===== src/rtl/alu_exec.sv =====
// alu_exec: three-cycle execute stage (IDLE/EXEC/WB) around an external ALU.
// Optional sticky zero/carry flags are built when ALU_EXEC_FLAGS_EN is defined.
module alu_exec #(
   parameter int WORD_SIZE = 64,
   parameter int REG_COUNT = 8
) (
   input  logic                 clk,
   input  logic                 rst,
   input  logic                 in_valid,
   output logic                 in_ready,
   input  logic [3:0]           in_op,
   input  logic [2:0]           in_rd,
   input  logic [2:0]           in_rs1,
   input  logic [2:0]           in_rs2,
   input  logic                 in_imm_sel,
   input  logic [WORD_SIZE-1:0] in_imm,
   output logic [WORD_SIZE-1:0] alu_d1,
   output logic [WORD_SIZE-1:0] alu_d2,
   output logic [3:0]           alu_op,
   input  logic [WORD_SIZE-1:0] alu_out,
   input  logic                 alu_iszero,
   input  logic                 alu_iscarry,
   output logic                 out_valid,
   output logic [WORD_SIZE-1:0] out_data,
   output logic                 out_zero,
   output logic                 out_carry,
   output logic [2:0]           out_rd,
   input  logic                 wr_en,
   input  logic [2:0]           wr_addr,
   input  logic [WORD_SIZE-1:0] wr_data,
   input  logic [2:0]           dbg_addr,
   output logic [WORD_SIZE-1:0] dbg_data,
   output logic                 flag_zero,
   output logic                 flag_carry
);

   typedef enum logic [1:0] {
      IDLE,
      EXEC,
      WB
   } state_t;

   state_t               state_q, state_d;
   logic                 accept;
   logic [WORD_SIZE-1:0] regs_q [REG_COUNT];
   logic [WORD_SIZE-1:0] d1_q, d2_q;
   logic [3:0]           op_q;
   logic [2:0]           rd_q;
   logic [WORD_SIZE-1:0] res_q;
   logic                 zero_q, carry_q;
   logic [2:0]           ord_q;
   logic [WORD_SIZE-1:0] rs1_val, rs2_val;

   // Register 0 and out-of-range addresses read as zero.
   function automatic logic [WORD_SIZE-1:0] read_reg(input logic [2:0] a);
      if (a == 3'd0 || int'(a) >= REG_COUNT) return '0;
      return regs_q[a];
   endfunction

   // Operand and debug read ports from current register contents.
   always_comb begin
      rs1_val  = read_reg(in_rs1);
      rs2_val  = read_reg(in_rs2);
      dbg_data = read_reg(dbg_addr);
   end

   // State register; reset aborts any in-flight instruction.
   always_ff @(posedge clk or posedge rst) begin
      if (rst) state_q <= IDLE;
      else     state_q <= state_d;
   end

   // Next-state logic: one cycle each in IDLE, EXEC and WB.
   always_comb begin
      state_d = state_q;
      accept  = 1'b0;
      unique case (state_q)
         IDLE: begin
            if (in_valid) begin
               accept  = 1'b1;
               state_d = EXEC;
            end
         end
         EXEC:    state_d = WB;
         WB:      state_d = IDLE;
         default: state_d = IDLE;
      endcase
   end

   assign in_ready  = (state_q == IDLE);
   assign out_valid = (state_q == WB);

   // Operand latch at accept and result capture at the end of EXEC.
   always_ff @(posedge clk or posedge rst) begin
      if (rst) begin
         d1_q    <= '0;
         d2_q    <= '0;
         op_q    <= '0;
         rd_q    <= '0;
         res_q   <= '0;
         zero_q  <= 1'b0;
         carry_q <= 1'b0;
         ord_q   <= '0;
      end else begin
         if (accept) begin
            d1_q <= rs1_val;
            d2_q <= in_imm_sel ? in_imm : rs2_val;
            op_q <= in_op;
            rd_q <= in_rd;
         end
         if (state_q == EXEC) begin
            res_q   <= alu_out;
            zero_q  <= alu_iszero;
            carry_q <= alu_iscarry;
            ord_q   <= rd_q;
         end
      end
   end

   assign alu_d1    = d1_q;
   assign alu_d2    = d2_q;
   assign alu_op    = op_q;
   assign out_data  = res_q;
   assign out_zero  = zero_q;
   assign out_carry = carry_q;
   assign out_rd    = ord_q;

   // Register file: preload port first, writeback last so it wins a collision.
   always_ff @(posedge clk or posedge rst) begin
      if (rst) begin
         for (int i = 0; i < REG_COUNT; i++) regs_q[i] <= '0;
      end else begin
         if (wr_en && wr_addr != 3'd0 && int'(wr_addr) < REG_COUNT)
            regs_q[wr_addr] <= wr_data;
         if (state_q == WB && ord_q != 3'd0 && int'(ord_q) < REG_COUNT)
            regs_q[ord_q] <= res_q;
      end
   end

`ifdef ALU_EXEC_FLAGS_EN
   logic fz_q, fc_q;

   // Sticky flags follow the reported result at the end of WB.
   always_ff @(posedge clk or posedge rst) begin
      if (rst) begin
         fz_q <= 1'b0;
         fc_q <= 1'b0;
      end else if (state_q == WB) begin
         fz_q <= zero_q;
         fc_q <= carry_q;
      end
   end

   assign flag_zero  = fz_q;
   assign flag_carry = fc_q;
`else
   assign flag_zero  = 1'b0;
   assign flag_carry = 1'b0;
`endif

endmodule


===== config.mk =====
export PLATFORM = sky130hd
export DESIGN_NAME = alu_exec
export DESIGN_NICKNAME = d
export VERILOG_FILES = /design/src/rtl/alu_exec.sv
export SDC_FILE = /design/constraint.sdc
export NUM_CORES = 2
export LEC_CHECK = 0
export BUFFER_PORTS_ARGS = -buffer_cell sky130_fd_sc_hd__buf_2
export CORE_MARGIN = 3
export CORE_UTILIZATION = 53
export CTS_CLUSTER_SIZE = 16
export DETAILED_ROUTE_END_ITERATION = 12
export GPL_TIMING_DRIVEN = 0
export PLACE_DENSITY_LB_ADDON = 0.05
export SYNTH_ARGS = -nofsm -noshare
export SYNTH_HDL_FRONTEND = slang
export SYNTH_SLANG_ARGS = --single-unit

===== constraint.sdc =====
create_clock -name clk -period 23.2 [get_ports clk]
set_input_delay 4.64 -clock clk [delete_from_list [all_inputs] [get_ports clk]]
set_output_delay 4.64 -clock clk [all_outputs]
set_load 0.005 [all_outputs]

==> impl_metrics.csv <==
group,metric,value,unit
status,status,"complete, no violations",
cells_and_area,fill_cells,6352,
drt,drtAntennaViolNets,0,
worst_setup_path,startpoint,"dbg_addr[1]",
sta,relSlewSlack,0.194,
floorplan,die_x,278,um
grt,gr-total-overflow,0,
clock_network,clkSinkCount,654,
placed_design,post-dp-hpwl,115000,um
sta,rsz0062_at_grt,"no",
grt,antenna_found_initial,14,
synthesis,synth_top_area_cell,"dfrtp_1",
min_path,worstHoldPathType,"reg2reg",
floorplan,fp.dieH,278,um
synthesis,synthTopCellsByArea,"dfrtp_1 (42%), mux2i_1 (17%), mux2_2 (7.5%), mux4_2 (5.2%), o21ai_0 (3.9%)",
floorplan,rows,99,
sta,clock.fmax,83.7,MHz
worst_setup_path,cp-start-kind,"input port",
clock_network,ctsHoldBuffers,0,
worst_setup_path,max_stage_delay,0.82,ns
drt,drtIter0Drc,5153,
drt,routed_wirelength,170000,um
grt,grt_max_degree,127,
clock_network,clk_pin_slew,0.06,ns
clock_network,cts_tree,"built",
synthesis,synth-seq-cells,654,
worst_setup_path,crit_path_cell_trace,"buf_2 -> nor2b_1 -> buf_1 -> clkbuf_1 -> a221oi_1 -> a21oi_1 -> buf_2",
sta,fin_worst_skew,0.0169,ns
sta,slew_violations,0,
drt,via_per_inst,6.80,
clock_network,clock_latency,0.63,ns
sta,layout_setup_ws,11.26,ns
synthesis,synthCells,3798,
clock_network,cts_buffer_depth,3,
synthesis,synth_edf_count,0,
synthesis,ys_async_sr_fraction,1.00,
cells_and_area,drive_gt1_frac,0.263,
pwr,p_leak,20.3,nW
synthesis,syn_area,39200,um2
sta,post-route-period-util,0.515,
worst_setup_path,crit_fanout,10,
floorplan,die_area,77200,um2
sta,setup_viol,0,
worst_setup_path,r2r_end,"alu_d2[5]$_DFFE_PP0P_",
worst_setup_path,cpMostUsedCell,"buf_2",
drt,wire_per_inst,31.6,um
worst_setup_path,cpMaxStageDelayCell,"buf_1",
worst_setup_path,cp.required,18.56,ns
placed_design,port_buffers,481,
floorplan,ios,487,
pwr,powerDensity,117,nW/um2
synthesis,synth.distinct_cells,43,
synthesis,synth_area_per_cell,10.3,um2
worst_setup_path,critical_path_class,"in2out",
grt,track_usage,0.430,
clock_network,post_cts_buffers,0,
floorplan,core,73100,um2
drt,vias,36684,
cells_and_area,area_delta_synth_final,15.9,%
sta,min_period,11.94,ns
min_path,hold_path_depth,2,
synthesis,synth_most_common_cell,"dfrtp_1",
worst_setup_path,crit_arrival,7.30,ns
flow_run,drv_cap,0,
floorplan,start_util,0.536,
clock_network,numCtsBuffers,75,
synthesis,synth_flop_cell,"dfrtp_1",
worst_setup_path,crit_path_end_kind,"output port",
worst_setup_path,ff2ff_path_depth,6,
placed_design,place_area,42900,um2
pwr,ir_drop,77.6,uV
grt,grt_pass1_vias,35462,
worst_setup_path,r2r_start,"state_q[1]$_DFFE_PP0P_",
cells_and_area,fin_area,45400,um2
drt,drtPass1Iterations,7,
clock_network,h-tree-depth,3,
clock_network,clockRootBuffer,"clkbuf_16",
synthesis,synth.top_cell.area_share,0.418,
synthesis,synthTopCellsByCount,"dfrtp_1 (654), mux2i_1 (651), nand2_1 (371), o21ai_0 (305), mux2_2 (262)",
placed_design,routabilityCongestion,0.976,
min_path,holdPathEnd,"alu_d1[42]$_DFFE_PP0P_",
min_path,hp-start,"alu_d1[42]$_DFFE_PP0P_",
sta,tns,0,ns
synthesis,ys_seq_area_frac,0.418,
placed_design,place_ws,11.43,ns
worst_setup_path,reg2reg_slack,20.21,ns
synthesis,ys_warn_count,0,
cells_and_area,utilization,0.621,
grt,grt_pass1_wl,245000,um
worst_setup_path,cp_top_family,"buffers and inverters",
worst_setup_path,crit_buf_inv,4,
cells_and_area,final_nets,4580,
sta,tightest_slew,1.21,ns
drt,drc_errors,0,
clock_network,cts_resized,0,
sta,hold_violations,0,
## placed cells by master (no fill, tap or decap), types with 90 or more instances in the layout
| master | netlist | final |
|---|---|---|
| clkbuf_1 | 225 | 242 |
| dfrtp_1 | 654 | 654 |
| o21ai_0 | 305 | 305 |
| buf_2 | 135 | 616 |
| a21oi_1 | 256 | 256 |
| mux2i_1 | 651 | 651 |
| mux2_2 | 262 | 262 |
| nand2_1 | 371 | 371 |
| mux4_2 | 90 | 90 |
| nor2_1 | 232 | 232 |
| a221oi_1 | 154 | 154 |
## per-layer routing
layer | track usage | part of all wire
met3 | 0.139 | 0.13
met1 | 0.562 | 0.38
met2 | 0.628 | 0.42
met5 | 0.00688 | 0.00068
met4 | 0.244 | 0.066
## worst reg2reg max path, stage by stage (launching register included)
cell      delay, ns
dfrtp_1        0.40
or3b_1         0.30
buf_6          0.27
clkbuf_2       0.72
clkbuf_1       0.89
nand2_1        0.19
o311ai_1       0.13
## sequential cells by signal, indices dropped and copies added (netlist names)
| register | cells |
|---|---|
| alu_d1 | 64 |
| alu_d2 | 64 |
| alu_op | 4 |
| out_carry | 1 |
| out_data | 64 |
| out_rd | 3 |
| out_zero | 1 |
| rd_q | 3 |
| regs_q | 448 |
| state_q | 2 |
## per-stage QoR
| step | power, mW | hold slack [ns] | cells |
|---|---|---|---|
| after floorplan | 3.28 | 0.440 | 3799 |
| after global placement | 3.96 | 0.456 | 5239 |
| after detailed placement | 4.01 | 0.461 | 5244 |
| after CTS | 5.22 | 0.475 | 5376 |
| after global routing | 5.54 | 0.494 | 5381 |
| final | 5.29 | 0.470 | 5391 |
## area by class of cell
class / count / area (um2) / area share
Buffer: 417 / 1940 / 0.0427
Clock inverter: 24 / 226 / 0.00499
Antenna cell: 15 / 37.5 / 0.000827
Timing Repair Buffer: 486 / 2540 / 0.0561
Clock buffer: 108 / 2190 / 0.0482
Tap cell: 959 / 1200 / 0.0265
Sequential cell: 654 / 16400 / 0.361
Multi-Input combinational cell: 2661 / 20600 / 0.454
Inverter: 67 / 259 / 0.00571
## cells by family (layout without fill, tap and decap cells)
logic type             count (synthesis)  count (layout)  synth area share
muxes                               1003            1003             0.294
AOI/OAI and AO/OA                    934             934             0.154
and+or+nand+nor                      722             722            0.0783
DFF                                  654             654             0.418
buffers and inverters                484            1102            0.0558
other                                  1              17         0.0000958
## worst max-delay path by stage
stage / slack [ns] / end / depth (start not counted)
final: 11.26 / dbg_data[44] / 7
after global routing: 11.27 / dbg_data[44] / 7
after CTS: 11.43 / dbg_data[44] / 7
after detailed placement: 11.43 / dbg_data[44] / 7
after global placement: -8.16 / out_data[23]$_DFFE_PP0N_ / 2
after floorplan: 0.23 / alu_d1[0]$_DFFE_PP0P_ / 1
## power by group
group          switching, mW  total, mW  internal, mW
logic                  0.973       1.89         0.913
clock network          0.514       1.21         0.698
registers              0.527       2.19          1.66
Power figures use the tool's default switching activity.
